File: src/rtl/v_con_loader.sv
// v_con_loader: byte-stream command engine driving the datamem protocol port
module v_con_loader #(
  parameter int ADDR_BITS  = 14,
  parameter int DATA_WIDTH = 32
) (
  input  logic                  con_clk,
  input  logic                  rst,
  input  logic [7:0]            rx_data,
  input  logic                  rx_valid,
  output logic                  rx_ready,
  output logic [7:0]            tx_data,
  output logic                  tx_valid,
  input  logic                  tx_ready,
  output logic [3:0]            con_write,
  output logic [ADDR_BITS-1:0]  con_addr,
  output logic [DATA_WIDTH-1:0] con_in,
  input  logic [DATA_WIDTH-1:0] con_out,
  output logic                  busy,
  output logic                  cmd_err
);
  typedef enum logic [3:0] {IDLE, AH, AL, LEN, WDAT, WR, ACK, RADR, RCAP, RSND} state_t;
  state_t                state_q, state_d;
  logic                  rd_q, rd_d;
  logic [7:0]            ah_q, ah_d;
  logic [8:0]            cnt_q, cnt_d;
  logic [1:0]            bcnt_q, bcnt_d;
  logic [DATA_WIDTH-1:0] word_q, word_d;
  logic [ADDR_BITS-1:0]  addr_q, addr_d;
  logic [7:0]            tx_data_q, tx_data_d;
  logic                  tx_valid_q, tx_valid_d;
  logic                  rx_ready_q, rx_ready_d;
  logic [3:0]            con_write_q, con_write_d;
  logic                  busy_q, busy_d;
  logic                  cmd_err_q, cmd_err_d;
  logic                  rx_acc, tx_acc;
  assign rx_acc    = rx_valid & rx_ready_q;
  assign tx_acc    = tx_valid_q & tx_ready;
  assign rx_ready  = rx_ready_q;
  assign tx_data   = tx_data_q;
  assign tx_valid  = tx_valid_q;
  assign con_write = con_write_q;
  assign con_addr  = addr_q;
  assign con_in    = word_q;
  assign busy      = busy_q;
  assign cmd_err   = cmd_err_q;
  // Next-state logic; word_q doubles as write assembler and read shift register
  always_comb begin
    state_d    = state_q;
    rd_d       = rd_q;
    ah_d       = ah_q;
    cnt_d      = cnt_q;
    bcnt_d     = bcnt_q;
    word_d     = word_q;
    addr_d     = addr_q;
    tx_data_d  = tx_data_q;
    tx_valid_d = tx_valid_q;
    cmd_err_d  = 1'b0;
    case (state_q)
      IDLE: if (rx_acc) begin
        if (rx_data == 8'h57 || rx_data == 8'h52) begin
          rd_d    = rx_data == 8'h52;
          state_d = AH;
        end else cmd_err_d = 1'b1;
      end
      AH: if (rx_acc) begin
        ah_d    = rx_data;
        state_d = AL;
      end
      AL: if (rx_acc) begin
        addr_d  = ADDR_BITS'({ah_q, rx_data[7:2], 2'b00});
        state_d = LEN;
      end
      LEN: if (rx_acc) begin
        cnt_d   = {rx_data == 8'h00, rx_data};
        bcnt_d  = 2'd0;
        state_d = rd_q ? RADR : WDAT;
      end
      WDAT: if (rx_acc) begin
        word_d  = {word_q[DATA_WIDTH-9:0], rx_data};
        bcnt_d  = bcnt_q + 2'd1;
        state_d = bcnt_q == 2'd3 ? WR : WDAT;
      end
      WR: begin
        cnt_d   = cnt_q - 9'd1;
        addr_d  = addr_q + ADDR_BITS'(4);
        state_d = cnt_q == 9'd1 ? ACK : WDAT;
        if (cnt_q == 9'd1) begin
          tx_valid_d = 1'b1;
          tx_data_d  = 8'h06;
        end
      end
      ACK: if (tx_acc) begin
        tx_valid_d = 1'b0;
        state_d    = IDLE;
      end
      RADR: state_d = RCAP;
      RCAP: begin
        word_d     = con_out;
        tx_data_d  = con_out[DATA_WIDTH-1 -: 8];
        tx_valid_d = 1'b1;
        bcnt_d     = 2'd0;
        state_d    = RSND;
      end
      RSND: if (tx_acc) begin
        word_d    = word_q << 8;
        tx_data_d = word_q[DATA_WIDTH-9 -: 8];
        bcnt_d    = bcnt_q + 2'd1;
        if (bcnt_q == 2'd3) begin
          tx_valid_d = 1'b0;
          cnt_d      = cnt_q - 9'd1;
          addr_d     = addr_q + ADDR_BITS'(4);
          state_d    = cnt_q == 9'd1 ? IDLE : RADR;
        end
      end
      default: state_d = IDLE;
    endcase
    rx_ready_d  = state_d inside {IDLE, AH, AL, LEN, WDAT};
    con_write_d = {4{state_d == WR}};
    busy_d      = state_d != IDLE;
  end
  // State and registered outputs; async reset cuts any write in flight
  always_ff @(posedge con_clk or posedge rst) begin
    if (rst) begin
      state_q     <= IDLE;
      rd_q        <= 1'b0;
      ah_q        <= '0;
      cnt_q       <= '0;
      bcnt_q      <= '0;
      word_q      <= '0;
      addr_q      <= '0;
      tx_data_q   <= '0;
      tx_valid_q  <= 1'b0;
      rx_ready_q  <= 1'b0;
      con_write_q <= '0;
      busy_q      <= 1'b0;
      cmd_err_q   <= 1'b0;
    end else begin
      state_q     <= state_d;
      rd_q        <= rd_d;
      ah_q        <= ah_d;
      cnt_q       <= cnt_d;
      bcnt_q      <= bcnt_d;
      word_q      <= word_d;
      addr_q      <= addr_d;
      tx_data_q   <= tx_data_d;
      tx_valid_q  <= tx_valid_d;
      rx_ready_q  <= rx_ready_d;
      con_write_q <= con_write_d;
      busy_q      <= busy_d;
      cmd_err_q   <= cmd_err_d;
    end
  end
endmodule

File: config.mk
export PLATFORM = sky130hd
export DESIGN_NAME = v_con_loader
export DESIGN_NICKNAME = d
export VERILOG_FILES = /design/src/rtl/v_con_loader.sv
export SDC_FILE = /design/constraint.sdc
export NUM_CORES = 1
export LEC_CHECK = 0
export CORE_UTILIZATION = 50
export DETAILED_ROUTE_END_ITERATION = 10
export PLACE_DENSITY = 0.81
export SLEW_MARGIN = 40
export SYNTH_ARGS = -nofsm -noshare
export SYNTH_HDL_FRONTEND = slang
export SYNTH_SLANG_ARGS = --single-unit
File: constraint.sdc
create_clock -name con_clk -period 3.34 [get_ports con_clk]
set_input_delay 0.835 -clock con_clk [delete_from_list [all_inputs] [get_ports con_clk]]
set_output_delay 0.835 -clock con_clk [all_outputs]
set_load 0.01 [all_outputs]
== Word level (Yosys, flattened, before mapping) ==
Index checks and enable logic that the tools add are counted.
Storage, ports and cells
  bits in read-only memories: 0
  output and inout bits: 62
  flip-flop bits (word level): 81
  input port bits: 44
  RAM bits: 0
  latch bits: 0
  word-level logic and storage cells: 103
  memories kept: 0
Cells by class
  multipliers: 0
  reduce and logical (&&, ||, !) cells: 20
  order comparisons: 0
  multiplexer cells: 40
  eq/ne operators: 25
  divide/modulo/power cells: 0
  shifts and indexed selects: 0
  $add $sub $neg: 3
  bitwise operators: 2
Operator list (number)
  $pmux 32 s3: 1
  $mux 32: 2
  $mux 14: 3
  $pmux 14 s3: 1
  $pmux 4 s10: 1
  $mux 4: 9
  $mux 9: 3
  $pmux 9 s3: 1
  $eq 4x3->1 const B: 6
  $pmux 8 s3: 1
  $eq 4x2->1 const B: 4
  $eq 8x7->1 const B: 2
  $mux 8: 2
  $add 14x3->14 const B: 1
  $ne 2x2->1 const B: 7
  $reduce_and 4->1: 3
  $reduce_bool 3->1: 4
  $reduce_bool 4->1: 3
  $mux 2: 5
  $eq 9x1->1 const B: 1
  $reduce_and 3->1: 3
  $sub 9x1->9 const B: 1
  $eq 4x1->1 const B: 2
  $eq 4x4->1 const B: 2
  other kinds (13): 22

== Logic depth before layout (Yosys ltp) ==
Gate-level depths: netlist (run 1).
  depth in word-level cells: 7
  mapped depth: 8
  mapped depth without buffers: 7

== Worst setup path after synthesis (run 1) ==
Ideal clock, no wire load.
  path kind: input port to flip-flop
  start point: in rx_data[0]
  end point: reg cnt_q[8]
  slack: 1.328 ns
  data arrival time: 1.930 ns
  library setup time: 0.082 ns
  required time: 3.258 ns
  path buffers: 0
  stages: 4
  cells stage by stage: or4_1 -> or4_1 -> o31a_1 -> o22ai_1
On the way
  cells in the longest elaborated chain, start to end: 3
Ends and longest elaborated chain
  from (decl): RTL line 8  | input logic [7:0] rx_data,
  $logic_not 8->1: RTL line 74  | cnt_d = {rx_data == 8'h00, rx_data};
  $mux 9: RTL line 73  | LEN: if (rx_acc) begin
  $pmux 9 s3: RTL line 58  | case (state_q)
  to (signal assigned): RTL line 141  | cnt_q <= cnt_d;
  to (decl): RTL line 25  | logic [8:0] cnt_q, cnt_d;
No other way between the ends. The select of a mux whose other input is x is not followed.
A chain may end at the register's enable or synchronous reset.

== Final worst setup path (run 1) ==
  start point: reg state_q[1]
  end point: reg cnt_q[4]
On the way
  cells in the longest elaborated chain, start to end: 3
  elaborated cells between the ends (all ways): 9
  classes of those cells: eq/ne: 6; mux: 1; reduce/logical: 2
Ends and longest elaborated chain
  from (decl): RTL line 22  | state_t state_q, state_d;
  from (signal assigned): RTL line 138  | state_q <= state_d;
  $eq 4x4->1, or another cell as far along: RTL line 58
  $ne 2x2->1 (no source line) or $reduce_bool 3->1 (tied branches)
  $reduce_and 4->1 (no source line)
Several ways; a longest one is shown, not always the timed one.

==> summary.md, run 1 <==
| Metric | Value |
|---|---|
| Most frequent cell after synthesis | dfrtp_1 |
| Tmin final | 2.42 ns |
| Hold Path Class | reg2reg |
| Mean Syn Cell Area | 9.55 um^2 |
| Syn Std Cell Area | 4350 um^2 |
| Syn Inst Count | 455 |
| Cell area after placement | 5380 um^2 |
| Worst-Margin Slew | 0.647 ns |
| Total die area | 9070 um^2 |
| Total Wirelength | 11.0 mm |
| CTS root buffer | clkbuf_8 |
| H-tree depth | 3 |
| Status | completed |
| DRC | 0 |
| Worst-Skew Late Latency | 0.36 ns |
| Final setup fails | 0 |
| Synth area leader | dfrtp_1 |
| Hold wc startpoint | con_in[29] |
| Seq cells post-synth | 79 |
| Share of layout cells above drive strength 1 | 0.0965 |
| Std-Cell Rows | 33 |
| Vias in the first global route | 3589 |
| Die Y | 95.2 um |
| Initial Util | 0.524 |
| Crit. End Element | flop |
| Synth async-reset ratio | 1.00 |
| Clock-pin slew on the worst setup and hold paths | 0.09 ns |
| Critical Path RT | 3.58 ns |
| Post-synth EDFFs | 0 |
| Fin nets | 592 |
| Ranking of synthesized cells by area | dfrtp_1, mux2i_1, nand2_1 |
| Critical path class | reg2reg |
| Drt pass-1 iters | 4 |
| Core area | 8300 um^2 |
| Power per Cell Area | 819 nW/um^2 |
| ANT nets after route | 0 |
| Yosys Warn Count | 0 |
| Via Count | 3746 |
| RSZ-0062 raised after global routing | no |
| Post-Layout Cell Count | 654 |
| Seq/Total Area, Yosys | 0.455 |
| First-pass GRT wire length | 17.7 mm |
| Max Cap Viol | 0 |
| # diodes | 0 |
| CP startpoint kind | flop |
| Die Width | 95.2 um |
| Wirelength per Cell | 16.7 um |
| Initial antenna violation count | 0 |
| Number of hold buffers added after CTS | 0 |
| Final-report hold violation count | 0 |
| LEAKAGE | 2.21 nW |
| Layout fillers | 653 |
| Post-synth top area share | 0.455 |
| Final Max Tran Viols | 0 |
| Fin area | 5580 um^2 |
| Crit path DAT | 2.66 ns |
| Main synth FF type | dfrtp_1 |
| Crit share post-route | 0.724 |
| CP startpoint | state_q[1] |
| Final TNS setup | 0 ns |
| 1st-iter DRT viols | 184 |
| RD Place Congestion | 0.913 |
| Post-synth top cells | dfrtp_1, nand2_1, o21ai_0, nor2_1, mux2i_1 |
| GRT Util Overall | 0.257 |
| Max VDD drop | 464 uV |
| CP Max Fanout | 19 |
| Cell count after placement | 638 |
| DR vias/cell | 5.73 |
| Cts repair resizes | 0 |
| Ports | 106 |
| Setup Skew | 0.0160 ns |
| Count of unique library cells instantiated by Yosys | 61 |
| Port Buf Inserts | 103 |
| Worst relative slew slack | 0.568 |
| Syn-to-layout area delta | 28.5% |
| DP HPWL | 7.81 mm |
| Maximum operating frequency | 0.414 GHz |
| Clock buffer depth | 2 |
| CTS tree | built |
| Worst R2R Start | state_q[1] |
| Largest net degree at the start of global routing | 80 |
| Clock sinks | 79 |
| Num CTS Buffers | 9 |
| Post-CTS Setup Inserts | 0 |
| Gr ovfl total | 0 |
layout by cell type, fill, tap and decap left out, types with 8 or more instances in the layout:
master	instances
nor2b_1	8
clkdlybuf4s50_1	103
a21oi_1	23
a22oi_1	14
nor3_1	9
o21ai_0	35
clkbuf_8	10
nand2_1	55
nor2_1	33
a31oi_1	13
mux2i_1	30
dfrtp_1	79
o21ai_1	11
inv_1	11
nand3_1	10
where the power goes:
group          internal (mW)  total [mW]  switching (mW)
combinational           1.08        2.06           0.977
clock                  0.369       0.724           0.355
sequential              1.37        1.79           0.415
total                   2.83        4.57            1.75
per-stage QoR:
stage               power [mW]  hold slack, ns  setup slack [ns]  utilization
finish                    4.57           0.489             0.923        0.673
global route              4.88           0.515             0.791        0.673
CTS                       4.60           0.492             0.940        0.673
detailed placement        3.86           0.472             0.685        0.649
global placement          3.77           0.463             0.719        0.648
floorplan                 2.92           0.462             0.482            -
cell type report:
class / count / area [um^2] / share of cell area
Tap cell: 105 / 131 / 0.0235
Clock inverter: 4 / 53.8 / 0.00964
Timing Repair Buffer: 109 / 1090 / 0.195
Inverter: 12 / 45.0 / 0.00807
Sequential cell: 79 / 1980 / 0.354
Multi-Input combinational cell: 333 / 2140 / 0.384
Clock buffer: 12 / 145 / 0.0260
cell families (layout without fill, tap and decap cells):
| logic type | count (synthesis) | in the layout | synth area share |
|---|---|---|---|
| multiplexers | 37 | 37 | 0.0872 |
| XOR/XNOR | 1 | 1 | 0.00202 |
| flip-flops | 79 | 79 | 0.455 |
| buffers and inverters | 44 | 137 | 0.0593 |
| other | 1 | 2 | 0.000863 |
| AND/OR/NAND/NOR | 152 | 152 | 0.176 |
| adder cells (fa/ha/maj) | 4 | 4 | 0.0115 |
| AO/OA/AOI/OAI | 137 | 137 | 0.208 |
routing by layer:
metal  track usage  routed length [um]
met1         0.350                4820
met2         0.405                5340
met3        0.0582                 609
met4        0.0821                 182
met5             0                   0
registers in the layout, indices dropped and copies added (netlist names):
| signal | cells |
|---|---|
| busy | 1 |
| tx_data | 8 |
| bcnt_q | 2 |
| cnt_q | 9 |
| rx_ready | 1 |
| tx_valid | 1 |
| con_in | 32 |
| cmd_err | 1 |
| con_write | 1 |
| state_q | 4 |
| ah_q | 6 |
| rd_q | 1 |
| con_addr | 12 |
worst paths after layout:
check                      slack (ns)  cells past startpoint    endpoint
max                              0.92                      5    cnt_q[4]
min                              0.49                      2  con_in[29]
max reg2reg                      0.92                      5    cnt_q[4]
min reg2reg                      0.49                      2  con_in[29]
max in group asynchronous        2.11                      3    cnt_q[1]
min in group asynchronous        0.89                      3  con_in[25]
critical path: stages, from the launching register on:
cell	delay, ns
dfrtp_1	0.72
or3b_1	0.53
nor2_2	0.09
o21ai_2	0.55
o21ba_2	0.25
o22a_1	0.17
Note: power is estimated with default switching activity, not from simulation.
==> run 2: changes to the inputs <==
==> constraint.sdc (replaced) <==
create_clock -name con_clk -period 2.3 [get_ports con_clk]
set_input_delay 0.575 -clock con_clk [delete_from_list [all_inputs] [get_ports con_clk]]
set_output_delay 0.575 -clock con_clk [all_outputs]
set_load 0.01 [all_outputs]
==> summary.md, run 2 (same netlist as run 1, synthesis figures left out) <==
| Metric | Value |
|---|---|
| Final setup fails | 0 |
| Std-Cell Rows | 33 |
| Final-report hold violation count | 0 |
| Max Cap Viol | 0 |
| Post-CTS Setup Inserts | 0 |
| Maximum operating frequency | 0.478 GHz |
| Total Wirelength | 11.6 mm |
| Cell count after placement | 664 |
| Drt pass-1 iters | 5 |
| CP Max Fanout | 12 |
| CTS root buffer | clkbuf_8 |
| LEAKAGE | 2.35 nW |
| Status | completed |
| Clock-pin slew on the worst setup and hold paths | 0.09 ns |
| Fin nets | 618 |
| Crit share post-route | 0.910 |
| Syn-to-layout area delta | 33.9% |
| Die Width | 95.2 um |
| Largest register FFs | 32 |
| RD Place Congestion | 0.928 |
| Cell area after placement | 5640 um^2 |
| First-pass GRT wire length | 19.0 mm |
| Most frequent cells in the layout | clkdlybuf4s50_1, dfrtp_1, nand2_1 |
| Crit-path cells | clkdlybuf4s50_1 -> nand4b_1 -> a2bb2oi_1 -> o21a_1 -> o21ai_0 -> o21ai_0 |
| Core area | 8300 um^2 |
| Gr ovfl total | 0 |
| ANT nets after route | 0 |
| GRT Util Overall | 0.275 |
| Ports | 106 |
| Hold Path Class | reg2reg |
| Fin area | 5820 um^2 |
| Initial Util | 0.524 |
| Critical path class | in2reg |
| RSZ-0062 raised after global routing | no |
| CTS tree | built |
| Tmin final | 2.09 ns |
| Share of layout cells above drive strength 1 | 0.141 |
| CP most frequent cell | o21ai_0 |
| H-tree depth | 3 |
| Setup Skew | 0.0132 ns |
| Total die area | 9070 um^2 |
| Num CTS Buffers | 9 |
| Critical Path RT | 2.51 ns |
| Wirelength per Cell | 17.1 um |
| Port Buf Inserts | 103 |
| Number of hold buffers added after CTS | 0 |
| Crit. End Element | flop |
| CP max stage cell | clkdlybuf4s50_1 |
| Worst-Skew Late Latency | 0.36 ns |
| Post-route worst setup slack | 0.206 ns |
| # diodes | 0 |
| 1st-iter DRT viols | 209 |
| Initial antenna violation count | 0 |
| Final Core Density | 0.701 |
| Power per Cell Area | 1160 nW/um^2 |
| Crit path DAT | 2.30 ns |
| CP startpoint kind | input pin |
| Layout fillers | 621 |
| DRC | 0 |
| Setup WS pre-CTS | -0.136 ns |
| DP HPWL | 8.42 mm |
| Final Max Tran Viols | 0 |
| Vias in the first global route | 3833 |
| Post-Layout Cell Count | 680 |
| CP delay by family, top | compound AO/OA/AOI/OAI gates |
| Largest net degree at the start of global routing | 80 |
| Max VDD drop | 624 uV |
| Clock buffer depth | 2 |
| Commonest non-fill, non-tap cell in the layout | clkdlybuf4s50_1 |
| Via Count | 3968 |
| Die Y | 95.2 um |
| Cts repair resizes | 0 |
| Clock sinks | 79 |
| CP peak stage delay | 0.51 ns |
| Tot Pwr | 6.76 mW |
| CP Buf/Inv Count | 1 |
| DR vias/cell | 5.84 |
-- run 2: cell count changes in the layout (fill, tap and decap cells not counted), moves of 2 or more --
cell | before | now
buf_4 | 5 | 26
clkinv_2 | 0 | 2
buf_12 | 1 | 6
clkbuf_1 | 2 | 0
-- run 2: stage by stage --
stage | hold slack [ns] | TNS [ns]
4_1_cts | 0.499 | 0
3_5_place_dp | 0.480 | -0.394
6_report | 0.499 | 0
2_1_floorplan | 0.462 | 0
5_1_grt | 0.524 | 0
3_3_place_gp | 0.464 | -0.0433
-- run 2: final timing paths --
path / startpoint / to / slack (ns) / cells after the start
max in group asynchronous: rst / con_in[9] / 1.26 / 3
min reg2reg: con_in[28] / con_in[28] / 0.50 / 2
min: con_in[28] / con_in[28] / 0.50 / 2
max: rx_valid / con_addr[11] / 0.21 / 6
min in group asynchronous: rst / con_in[15] / 0.65 / 3
max reg2reg: state_q[2] / cnt_q[8] / 0.22 / 6
-- run 2: routing by layer --
metal,global-route usage,vias up,share of wire
met4,0.102,0,0.021
met2,0.442,160,0.49
met1,0.369,1922,0.43
met5,0,-,0
li1,-,1864,-
met3,0.0486,22,0.057
-- run 2: cell type report --
class / count / area, um^2 / area share
flip-flops and latches: 79 / 1980 / 0.340
multi-input cells: 333 / 2130 / 0.367
well taps: 105 / 131 / 0.0226
clock inverters: 6 / 42.5 / 0.00731
clock buffers: 10 / 138 / 0.0237
repair buffers: 135 / 1350 / 0.231
inverters: 12 / 48.8 / 0.00839
-- run 2: worst register-to-register path: stages (launching register included) --
cell	delay [ns]
dfrtp_1	0.62
nand2b_1	0.30
a21oi_2	0.11
buf_12	0.17
or4_1	0.54
o31a_1	0.13
o22ai_1	0.14
-- run 2: power breakdown --
| group | switching, mW | total (mW) | internal [mW] |
|---|---|---|---|
| Combinational | 1.48 | 3.18 | 1.70 |
| Sequential | 0.616 | 2.61 | 1.99 |
| Clock | 0.545 | 0.970 | 0.425 |
